===== config.mk =====
export PLATFORM = sky130hd
export DESIGN_NAME = ctrl_bubble_reg
export DESIGN_NICKNAME = d
export VERILOG_FILES = /design/src/rtl/ctrl_pkg.sv /design/src/rtl/ctrl_bubble_reg_bubble_ctr.sv /design/src/rtl/ctrl_bubble_reg.sv
export SDC_FILE = /design/constraint.sdc
export NUM_CORES = 1
export LEC_CHECK = 0
export CORE_MARGIN = 5
export CORE_UTILIZATION = 39
export DETAILED_ROUTE_END_ITERATION = 8
export GPL_TIMING_DRIVEN = 0
export PLACE_DENSITY = 0.82
export SLEW_MARGIN = 40
export SYNTH_ARGS = -nofsm -noshare
export SYNTH_HDL_FRONTEND = slang
export SYNTH_SLANG_ARGS = --single-unit

===== constraint.sdc =====
create_clock -name clk -period 1.5 [get_ports clk]
set_clock_uncertainty 0.1 [all_clocks]
set_input_delay 0.3 -clock clk [delete_from_list [all_inputs] [get_ports clk]]
set_output_delay 0.3 -clock clk [all_outputs]
set_load 0.02 [all_outputs]

===== src/rtl/ctrl_pkg.sv =====
// Shared definitions for the ID/EX control register: field layout, NOP value, FSM encoding.
// Consumed by ctrl_bubble_reg and bubble_ctr.
package ctrl_pkg;

    localparam int unsigned CTRL_W_DEF    = 11;
    localparam int unsigned BUB_CNT_W_DEF = 2;
    localparam int unsigned STATS_W       = 16;

    // Bit positions of each decoded control field inside the bundle
    localparam int unsigned IDX_ALUOP_LO    = 0;
    localparam int unsigned IDX_ALUOP_HI    = 1;
    localparam int unsigned IDX_REGWRITE_LO = 2;
    localparam int unsigned IDX_REGWRITE_HI = 3;
    localparam int unsigned IDX_ALUSRC2     = 4;
    localparam int unsigned IDX_ALUSRC1     = 5;
    localparam int unsigned IDX_MEMTOREG    = 6;
    localparam int unsigned IDX_MEMREAD     = 7;
    localparam int unsigned IDX_MEMWRITE    = 8;
    localparam int unsigned IDX_UBZ         = 9;
    localparam int unsigned IDX_STR_BYTE    = 10;

    localparam logic [CTRL_W_DEF-1:0] NOP_CTRL = '0;

    typedef enum logic {
        IDLE   = 1'b0,
        BUBBLE = 1'b1
    } bub_state_e;

    typedef struct packed {
        logic       str_byte;
        logic       ubz;
        logic       mem_write;
        logic       mem_read;
        logic       mem_to_reg;
        logic       alu_src1;
        logic       alu_src2;
        logic [1:0] reg_write;
        logic [1:0] alu_op;
    } ctrl_bundle_t;

    // Saturating +1 for the bubble statistics counter
    function automatic logic [STATS_W-1:0] sat_inc(input logic [STATS_W-1:0] v);
        return (v == '1) ? v : v + STATS_W'(1);
    endfunction

endpackage


===== src/rtl/ctrl_bubble_reg_bubble_ctr.sv =====
// Bubble burst sequencer: IDLE/BUBBLE state plus remaining-bubble down-counter.
// inject_c is high on every edge where the datapath register must load a NOP.
module bubble_ctr
    import ctrl_pkg::*;
#(
    parameter int unsigned BUB_CNT_W = BUB_CNT_W_DEF
) (
    input  logic                 clk,
    input  logic                 rst,
    input  logic                 delay,
    input  logic                 bubble_req,
    input  logic [BUB_CNT_W-1:0] bubble_len,
    input  logic                 stall,
    input  logic                 flush,
    output logic                 inject_c,
    output logic                 busy
);

    bub_state_e           state;
    bub_state_e           state_nxt;
    logic [BUB_CNT_W-1:0] cnt;
    logic [BUB_CNT_W-1:0] cnt_nxt;
    logic [BUB_CNT_W-1:0] len_eff_c;

    // Effective burst length; a zero-length request still costs one bubble
    always_comb begin
        len_eff_c = '0;
        if (bubble_req) begin
            len_eff_c = (bubble_len == '0) ? BUB_CNT_W'(1) : bubble_len;
        end else if (delay) begin
            len_eff_c = BUB_CNT_W'(1);
        end
    end

    always_ff @(posedge clk or posedge rst) begin
        if (rst) begin
            state <= IDLE;
            cnt   <= '0;
        end else begin
            state <= state_nxt;
            cnt   <= cnt_nxt;
        end
    end

    // Next state: flush > stall > burst continue/start
    always_comb begin
        state_nxt = state;
        cnt_nxt   = cnt;
        if (flush) begin
            state_nxt = IDLE;
            cnt_nxt   = '0;
        end else if (!stall) begin
            case (state)
                IDLE: begin
                    if (len_eff_c > BUB_CNT_W'(1)) begin
                        state_nxt = BUBBLE;
                        cnt_nxt   = len_eff_c - BUB_CNT_W'(1);
                    end
                end
                BUBBLE: begin
                    cnt_nxt = cnt - BUB_CNT_W'(1);
                    if (cnt == BUB_CNT_W'(1)) begin
                        state_nxt = IDLE;
                    end
                end
                default: begin
                    state_nxt = IDLE;
                    cnt_nxt   = '0;
                end
            endcase
        end
    end

    always_comb begin
        busy     = (state == BUBBLE);
        inject_c = 1'b0;
        if (!flush && !stall) begin
            inject_c = (state == BUBBLE) || (len_eff_c != '0);
        end
    end

endmodule


===== src/rtl/ctrl_bubble_reg.sv =====
// Registered ID/EX control stage with stall hold, flush squash and multi-cycle NOP bursts.
// Optional macro CTRL_BUBBLE_STATS_EN adds stats_clr / bubble_count (saturating injected-NOP count).
module ctrl_bubble_reg
    import ctrl_pkg::*;
#(
    parameter int unsigned       CTRL_W    = CTRL_W_DEF,
    parameter int unsigned       BUB_CNT_W = BUB_CNT_W_DEF,
    parameter logic [CTRL_W-1:0] NOP_VALUE = {CTRL_W{1'b0}}
) (
    input  logic                 clk,
    input  logic                 rst,
    input  logic [CTRL_W-1:0]    ctrl_in,
    input  logic                 valid_in,
    input  logic                 delay,
    input  logic                 bubble_req,
    input  logic [BUB_CNT_W-1:0] bubble_len,
    input  logic                 stall,
    input  logic                 flush,
    output logic [CTRL_W-1:0]    ctrl_out,
    output logic                 valid_out,
    output logic                 busy
`ifdef CTRL_BUBBLE_STATS_EN
    ,
    input  logic                 stats_clr,
    output logic [STATS_W-1:0]   bubble_count
`endif
);

    logic inject_c;

    bubble_ctr #(
        .BUB_CNT_W (BUB_CNT_W)
    ) u_bubble_ctr (
        .clk        (clk),
        .rst        (rst),
        .delay      (delay),
        .bubble_req (bubble_req),
        .bubble_len (bubble_len),
        .stall      (stall),
        .flush      (flush),
        .inject_c   (inject_c),
        .busy       (busy)
    );

    // ID/EX control register; an idle slot is forced to NOP so no X reaches EX
    always_ff @(posedge clk or posedge rst) begin
        if (rst) begin
            ctrl_out  <= NOP_VALUE;
            valid_out <= 1'b0;
        end else if (flush) begin
            ctrl_out  <= NOP_VALUE;
            valid_out <= 1'b0;
        end else if (!stall) begin
            if (inject_c) begin
                ctrl_out  <= NOP_VALUE;
                valid_out <= 1'b0;
            end else begin
                ctrl_out  <= valid_in ? ctrl_in : NOP_VALUE;
                valid_out <= valid_in;
            end
        end
    end

`ifdef CTRL_BUBBLE_STATS_EN
    // Counts hazard/burst NOPs only; flush squashes and stall holds are excluded
    always_ff @(posedge clk or posedge rst) begin
        if (rst) begin
            bubble_count <= '0;
        end else if (stats_clr) begin
            bubble_count <= '0;
        end else if (inject_c) begin
            bubble_count <= sat_inc(bubble_count);
        end
    end
`else
    // Statistics not built: inject_c only steers the control register
`endif

endmodule


Word-level counts from Yosys, hierarchy flattened
Cells that the tools add are included.
{"block": "totals", "register_bits": 15, "input_bits": 20, "out_inout_bits": 13, "word_cells": 38}
{"block": "op_classes", "addsub": 2, "magnitude_cmp": 1, "eq_ne": 3, "mux": 20, "bitwise_logic": 1, "n_reduce_logical": 7}
{"operator": "two-way mux 11 bit", "n": 4}
{"operator": "two-way mux 2 bit", "n": 5}
{"operator": "two-way mux 1 bit", "n": 9}
{"operator": "case mux 2 bit (2 select lines)", "n": 1}
{"operator": "subtractor 2 x 1 -> 2 bit, second input constant", "n": 2}
{"operator": "!= test 3 x 2 -> 1 bit, second input constant", "n": 1}
{"operator": "equality test 2 x 1 -> 1 bit, second input constant", "n": 1}
{"operator": "> comparator 2 x 1 -> 1 bit, second input constant", "n": 1}
{"operator": "zero test 1 bit", "n": 2}
{"operator": "zero test 2 bit", "n": 1}
{"operator": "!= test 2 x 1 -> 1 bit, second input constant", "n": 1}
{"operator": "case mux 1 bit (2 select lines)", "n": 1}
{"operator": "AND reduction 2 bit", "n": 1}
{"operator": "nonzero test 2 bit", "n": 1}
{"operator": "logical AND 1 bit", "n": 1}
{"operator": "logical OR 1 bit", "n": 1}
{"operator": "inverter 1 bit", "n": 1}

Longest topological paths before layout
Gate-level depths: netlist of run 1.
{"block": "depth", "depth_word": 9, "depth_mapped": 6, "depth_no_buf": 6}

By module
Synthesis of run 1 repeated with hierarchy kept, for this count alone.
{"block": "hier_totals", "cells_unflattened": 78, "hier_area_um2": 803.3}
{"mod": "ctrl_bubble_reg", "instances": 1, "cells_each": 54, "area_per_inst_um2": 575.6, "seq_area_each_um2": 300.3}
{"mod": "bubble_ctr", "instances": 1, "cells_each": 24, "area_per_inst_um2": 227.7, "seq_area_each_um2": 75.1}

Least setup slack after synthesis of run 1
Ideal clock, no wire load.
{"block": "synth_timing", "path_type": "input-to-reg", "startpoint": "in bubble_req", "endpoint": "reg u_bubble_ctr.state (netlist: u_bubble_ctr.busy)", "setup_time_ns": 0.094, "arrival_time_ns": 1.262, "t_required_ns": 1.306, "slack_ns": 0.044, "stages": 6, "path_buffers": 0, "path_cell_list": "nor2_1 -> a31oi_1 -> ha_1 -> nor4bb_1 -> nor2_1 -> a211oi_1"}
{"block": "synth_between", "elab_chain_cells": 6}
{"item": "from (decl)", "line": "ctrl_bubble_reg.sv:15", "source": "input logic bubble_req,"}
{"item": "two-way mux 2 bit", "line": "ctrl_bubble_reg_bubble_ctr.sv:28", "source": "if (bubble_req) begin"}
{"item": "> comparator 2 x 1 -> 1 bit", "line": "ctrl_bubble_reg_bubble_ctr.sv:55", "source": "if (len_eff_c > BUB_CNT_W'(1)) begin"}
{"item": "two-way mux 1 bit", "line": "ctrl_bubble_reg_bubble_ctr.sv:55"}
{"item": "case mux 1 bit (2 select lines)", "line": "ctrl_bubble_reg_bubble_ctr.sv:53", "source": "case (state)"}
{"item": "two-way mux 1 bit", "line": "ctrl_bubble_reg_bubble_ctr.sv:52", "source": "end else if (!stall) begin"}
{"item": "two-way mux 1 bit", "line": "ctrl_bubble_reg_bubble_ctr.sv:49", "source": "if (flush) begin"}
{"item": "to (signal assigned)", "line": "ctrl_bubble_reg_bubble_ctr.sv:40", "source": "state <= state_nxt;"}
{"item": "to (decl)", "line": "ctrl_bubble_reg_bubble_ctr.sv:19", "source": "bub_state_e state;"}
Every way passes these cells. The select of a mux whose other input is x is not followed.
A chain may end at the register's enable or synchronous reset.

Final worst setup path of run 1
{"block": "layout_timing", "startpoint": "in bubble_req", "endpoint": "reg ctrl_out[3]"}
{"block": "layout_between", "elab_chain_cells": 7}
{"item": "two-way mux 2 bit", "line": "ctrl_bubble_reg_bubble_ctr.sv:28"}
{"item": "nonzero test 2 bit", "line": "ctrl_bubble_reg_bubble_ctr.sv:78", "source": "inject_c = (state == BUBBLE) || (len_eff_c != '0);"}
{"item": "logical OR 1 bit", "line": "ctrl_bubble_reg_bubble_ctr.sv:78"}
{"item": "two-way mux 1 bit", "line": "ctrl_bubble_reg_bubble_ctr.sv:77", "source": "if (!flush && !stall) begin"}
{"item": "two-way mux 11 bit", "line": "ctrl_bubble_reg.sv:54", "source": "if (inject_c) begin"}
{"item": "two-way mux 11 bit", "line": "ctrl_bubble_reg.sv:53", "source": "end else if (!stall) begin"}
{"item": "two-way mux 11 bit", "line": "ctrl_bubble_reg.sv:50", "source": "end else if (flush) begin"}
{"item": "to (signal assigned)", "line": "ctrl_bubble_reg.sv:58", "source": "ctrl_out <= valid_in ? ctrl_in : NOP_VALUE;"}
{"item": "to (decl)", "line": "ctrl_bubble_reg.sv:19", "source": "output logic [CTRL_W-1:0] ctrl_out,"}
Every way passes these cells. The select of a mux whose other input is x is not followed.

==> results of run 1 <==
## power breakdown
part / internal (mW) / total, mW / switching [mW]
clock network: 0.103 / 0.218 / 0.115
logic: 0.0737 / 0.130 / 0.0568
registers: 0.413 / 0.422 / 0.00860
## Yosys cell counts (all sizes together)
library cell | count | share of area
o21a | 1 | 0.011
buf | 2 | 0.032
nand3b | 1 | 0.011
nor3 | 4 | 0.045
nor2b | 2 | 0.018
or4b | 1 | 0.020
a31oi | 1 | 0.0089
a211oi | 1 | 0.011
a21o | 1 | 0.012
and2b | 1 | 0.012
inv | 3 | 0.016
a22o | 11 | 0.15
ha | 2 | 0.036
nor2 | 2 | 0.011
nand2 | 1 | 0.0053
a21oi | 1 | 0.0071
dfrtp | 15 | 0.53
mux2i | 3 | 0.043
nor4bb | 1 | 0.014
## path summary, 6_finish.rpt
path,start,end,slack (ns),cells after the start
min in group asynchronous,rst,u_bubble_ctr.cnt[1],0.26,2
setup reg to reg,u_bubble_ctr.cnt[0],u_bubble_ctr.cnt[1],0.25,4
hold / removal,flush,u_bubble_ctr.busy,0.15,2
setup / recovery,bubble_req,ctrl_out[3],0.08,5
hold reg to reg,ctrl_out[0],ctrl_out[0],0.40,1
max in group asynchronous,rst,u_bubble_ctr.busy,0.65,2
## stage by stage
stage          std cells   util
2_1_floorplan         54      -
3_3_place_gp         111  0.610
3_5_place_dp         111  0.610
4_1_cts              117  0.639
5_1_grt              117  0.633
6_report             117  0.633
## cells in the final DEF, fill, tap and decap left out
cell             instances
a22o_1                   2
ha_1                     1
nor2b_1                  2
a21oi_1                  1
buf_2                    1
clkdlybuf4s50_1         12
ha_2                     1
or4b_4                   1
clkbuf_2                 3
nand2_1                  1
clkbuf_1                 1
a211oi_1                 1
inv_1                    3
nor3_4                   1
nor3_1                   3
nand3b_1                 1
and2b_2                  1
dlygate4sd2_1           16
buf_6                    3
nor4bb_4                 1
nor2_1                   2
buf_4                    1
a22o_4                   2
o21a_1                   1
dfrtp_2                  1
a21o_2                   1
a31oi_1                  1
mux2i_1                  3
clkbuf_4                 3
dfrtp_1                 14
a22o_2                   7
## state kept, by name, summed over array words and instances, names as in the netlist
register	cells
u_bubble_ctr.cnt	2
u_bubble_ctr.busy	1
valid_out	1
ctrl_out	11
## layer usage
| metal | GRT usage | vias up | part of all wire |
|---|---|---|---|
| met5 | 0 | - | 0 |
| met4 | 0.0255 | 0 | 0.0025 |
| met3 | 0.0313 | 2 | 0.080 |
| met2 | 0.238 | 26 | 0.48 |
| met1 | 0.145 | 270 | 0.43 |
| li1 | - | 277 | - |
## repair_timing
item / 4_1_cts / 5_1_grt
resized for setup: 30 / 7
pin swaps: 7 / 4
setup endpoints to repair: 28 / 15
setup buffers: 1 / 0
cloned: 1 / 0
## cell type report
class | count | area [um2] | share of cell area
multi-input combinational | 34 | 325 | 0.298
inverter | 3 | 11.3 | 0.0103
tap | 25 | 31.3 | 0.0286
timing repair buffer | 34 | 299 | 0.274
buffer | 2 | 22.5 | 0.0206
clock buffer | 4 | 26.3 | 0.0241
sequential | 15 | 377 | 0.345
## logic make-up (layout without fill, tap and decap cells)
family / count (synthesis) / after routing
AO/OA/AOI/OAI: 16 / 16
flip-flops: 15 / 15
AND/OR/NAND/NOR: 13 / 13
buffers and inverters: 5 / 43
multiplexers: 3 / 3
adder cells (fa/ha/maj): 2 / 2
==> out/qor.yml, run 1 <==
status:
  status: "completed"
routing:
  vias: 575
  firstDrtPassIters: 4
  avgRoutedWirePerCell_um: 13.8
  drtIter0Drc: 5
  ant_nets: 0
  drc_errors: 0
  routed_via_density: 4.91
  routed_wl_um: 1610
logic_synthesis:
  yosys.area_share.simple: 0.135
  synth-adder-area-share: 0.0357
  yosys_register_bits: 15
  synth_compound_area_frac: 0.203
  synth_area_per_cell_um2: 13.0
  seq_area_frac_synth: 0.535
  netlist_instances: 54
  syn-num-nets: 76
  synthMuxAreaShare: 0.0428
  synth_area_um2: 702
  synth-xor-area-share: 0
  yosysUniqueCellTypes: 21
  ys_warn_count: 0
  synth_top_family_by_area: "compound AO/OA/AOI/OAI gates"
critical_path:
  max_stage_delay_ns: 0.53
  slowest_stage: "or4b_4"
  cp.arrival_ns: 1.54
  critPathKind: "input pin to register"
  crit_buf_inv: 2
  crit_family: "simple AND/OR/NAND/NOR gates"
  cp-end-kind: "register"
  path_cells: "clkbuf_2, or4b_4, nor3_4, buf_6, a22o_2"
  crit_path_max_fanout: 6
  cp.required_ns: 1.61
  worstSetupStartpointType: "input pin"
min_path:
  min_path_type: "input pin to register"
floorplan:
  io_pins: 33
  core.rowCount: 15
  die_h_um: 52.4
  die_area_um2: 2750
  start_util: 0.407
  die_w_um: 52.4
  core_um2: 1730
clocking:
  cts_root_buf: "clkbuf_4"
  h-tree-depth: 1
  clk_latency_ns: 0.27
  clock_path_buffers: 2
  cts_made_buffers: 3
  cts_tree: "built"
  cts_hold_buf: 0
  cts.sinks: 15
  clk_pin_slew_ns: 0.08
global_route:
  grt_usage: 0.128
  grt_max_degree: 16
  antenna_found_initial: 0
  grt_overflow_total: 0
  grt_pass1_wl_um: 2660
  first_global_vias: 600
power_and_ir_drop:
  power_uw: 770
  leakage_nw: 0.572
  power_density_nw_per_um2: 705
  ir_drop_uv: 288
placed_design:
  dp_hpwl_um: 1260
  finalWeightedCongestion: 0.707
  pre_cts_ws_ns: -0.693
  place_area_um2: 1050
  portBuffers: 32
finish:
  syn_to_final_growth_pct: 55.6
  antenna_cells: 0
  finalNetCount: 115
  fill_cells: 153
  final_layout_size_suffix_gt1_frac: 0.293
  post-route-cell-area_um2: 1090
sta:
  setup_viol: 0
  hold_viol: 0
  hold-worst-slack_ns: 0.145
  setup_tns_ns: 0
  fmax_mhz: 703
  period_minus_slack_ns: 1.42
  worstMarginPinSlew_ns: 0.539
  rsz0062_at_grt: "no"
  slew_viol_final: 0
  maxSlewHeadroom: 0.640
  final.setup.worst_slack_ns: 0.0765
  min_period_over_period: 0.949
job:
  drv_cap: 0
Note: power is estimated with default switching activity, not from simulation.
==> run 2, diff against run 1 <==
--- a/config.mk
+++ b/config.mk
@@ -7,2 +7,3 @@
 export LEC_CHECK = 0
+export CORE_ASPECT_RATIO = 0.8
 export CORE_MARGIN = 5
--- a/constraint.sdc
+++ b/constraint.sdc
@@ -4,2 +4,2 @@
 set_output_delay 0.3 -clock clk [all_outputs]
-set_load 0.02 [all_outputs]
+set_load 0.05 [all_outputs]
==> run 2 against run 1 <==
Net effect:
- cell area grew 3.4%
- total power grew 3.9%
- global-route usage grew 0.35 points
- via count grew 0.70%
- sequential share of layout area shrank 1.3 points
- critical path type is now register to primary output
- highest routed layer unchanged
==> out/qor.yml, run 2 (synthesis results as in run 1) <==
status:
  status: "completed"
sta:
  hold_viol: 0  # unchanged
  min_period_over_period: 0.971  # +0.0220
  rsz0062_at_grt: "yes"
  period_minus_slack_ns: 1.46  # +0.0329 ns
  maxSlewHeadroom: 0.626  # -0.0145
  fmax_mhz: 687  # -2.3%
  setup_viol: 0  # unchanged
  worstMarginPinSlew_ns: 0.560  # +0.0217 ns
  setup_tns_ns: 0  # unchanged
  slew_viol_final: 0  # unchanged
min_path:
  min_path_cells: 2  # unchanged
  worstHoldStart: "flush"
  min_path_type: "input pin to register"
  holdPathEnd: "u_bubble_ctr.busy"
floorplan:
  die_area_um2: 2750  # +0.19%
  die_h_um: 47.9  # -8.5%
  start_util: 0.423  # +0.0166
  core.rowCount: 13  # -2
  io_pins: 33  # unchanged
  die_w_um: 57.4  # +9.5%
  core_um2: 1660  # -3.9%
routing:
  drc_errors: 0  # unchanged
  ant_nets: 0  # unchanged
  vias: 579  # +0.70%
  drtIter0Drc: 5  # unchanged
  avgRoutedWirePerCell_um: 15.6  # +13%
  routed_via_density: 5.08  # +3.3%
  routed_wl_um: 1780  # +10%
  firstDrtPassIters: 4  # unchanged
global_route:
  grt_usage: 0.131  # +0.00351
  grt_max_degree: 16  # unchanged
  antenna_found_initial: 0  # unchanged
  grt_overflow_total: 0  # unchanged
  first_global_vias: 591  # -1.5%
  grt_pass1_wl_um: 2680  # +0.79%
finish:
  seq_area_um2: 375  # -0.33%
  fill_cells: 121  # -21%
  multiInputGateArea_um2: 315  # -3.1%
  largestRegisters: "ctrl_out (11), u_bubble_ctr.cnt (2)"
  finalNetCount: 115  # unchanged
  largest_reg_flops: 11  # unchanged
  antenna_cells: 0  # unchanged
  regMostFlops: "ctrl_out"
  final_layout_size_suffix_gt1_frac: 0.413  # +0.120
  syn_to_final_growth_pct: 61.0
  mostFrequentLayoutCells: "15 x dfrtp_1, 14 x clkdlybuf4s15_2, 12 x clkdlybuf4s50_1"
  final_common_cell: "dfrtp_1"
  stdcell_count: 114  # -2.6%
power_and_ir_drop:
  netSwitchingPower_uw: 206  # +14%
  ir_drop_uv: 446  # +55%
  power_density_nw_per_um2: 709  # +0.49%
  p_int_uw: 595  # +0.88%
  netSwitchingFraction: 0.257  # +0.0226
  leakage_nw: 0.519  # -9.3%
  clkPwrFrac: 0.285  # +0.002
  pwr-share-comb: 0.188  # +0.019
  seq_power_share: 0.526  # -0.022
  power_uw: 801  # +3.9%
clocking:
  cts_made_buffers: 3  # unchanged
  cts.sinks: 15  # unchanged
  clock_path_buffers: 2  # unchanged
  cts_hold_buf: 0  # unchanged
  clk_latency_ns: 0.28  # about the same
  h-tree-depth: 1  # unchanged
  cts_root_buf: "clkbuf_4"
  cts_tree: "built"
  clk_pin_slew_ns: 0.09  # about the same
critical_path:
  worstSetupStartpointType: "register"
  r2r_start: "u_bubble_ctr.busy"
  path_cells: "buf_4"
  ff2ff_path_depth: 3  # -1
  reg2reg_slack_ns: 0.20  # -0.05 ns
  max_stage_delay_ns: 0.51  # -0.02 ns
  cp.arrival_ns: 1.06  # -0.48 ns
  crit_buf_inv: 1  # -1
  crit_path_max_fanout: 7  # +1
  cp.required_ns: 1.10  # -0.51 ns
  crit_family: "flip-flops"
  cp-end-kind: "primary output"
  critPathKind: "register to primary output"
  slowest_stage: "dfrtp_1"
  worstReg2RegEnd: "u_bubble_ctr.cnt[0]"
placed_design:
  finalWeightedCongestion: 0.696  # -1.5%
  dp_cells: 108  # -2.7%
  dp_hpwl_um: 1380  # +9.8%
  portBuffers: 32  # unchanged
job:
  drv_cap: 0  # unchanged
-- run 2: how the worst max path moves through the flow --
stage | to | cells past startpoint | slack [ns] | start
2_1_floorplan | u_bubble_ctr.busy | 6 | 0.03 | bubble_req
3_3_place_gp | u_bubble_ctr.busy | 7 | -0.62 | bubble_req
3_5_place_dp | u_bubble_ctr.busy | 7 | -0.70 | bubble_req
4_1_cts | ctrl_out[6] | 5 | -0.002 | flush
5_1_grt | busy | 1 | -0.02 | u_bubble_ctr.busy
6_report | busy | 1 | 0.04 | u_bubble_ctr.busy
-- run 2: per-layer routing --
layer	GRT usage	vias to the layer above	part of all wire
met3	0.0404	2	0.030
li1	-	277	-
met1	0.157	287	0.41
met5	0	-	0
met2	0.225	13	0.55
met4	0.0556	0	0.011
-- run 2: cell type report --
| cell class | count | area share |
|---|---|---|
| clock buffer | 4 | 0.0233 |
| timing repair buffer | 34 | 0.311 |
| sequential | 15 | 0.332 |
| buffer | 2 | 0.0199 |
| inverter | 3 | 0.00997 |
| multi-input combinational | 34 | 0.279 |
| tap | 22 | 0.0244 |
-- run 2: power groups by stage --
stage	clock (mW)	combinational [mW]	sequential [mW]
2_1_floorplan	0	0.0486	0.448
6_report	0.229	0.151	0.422
5_1_grt	0.260	0.161	0.423
4_1_cts	0.234	0.150	0.421
3_5_place_dp	0	0.148	0.429
3_3_place_gp	0	0.144	0.429
-- run 2: what timing repair did --
| item | 4_1_cts | 5_1_grt |
|---|---|---|
| resized for setup | 57 | 2 |
| setup buffers | 1 | 0 |
| gates cloned | 1 | 0 |
| endpoints found under the setup margin | 28 | 13 |
| pin swaps | 10 | 3 |
-- run 2: per-stage QoR --
step / area (um2) / setup WS [ns] / hold WS [ns] / util
after floorplan: 702 / 0.0334 / 0.101 / -
after global placement: 1050 / -0.623 / 0.371 / 0.633
after detailed placement: 1050 / -0.699 / 0.390 / 0.633
after CTS: 1120 / -0.00150 / 0.235 / 0.676
after global routing: 1130 / -0.0192 / 0.249 / 0.681
final: 1130 / 0.0436 / 0.249 / 0.681
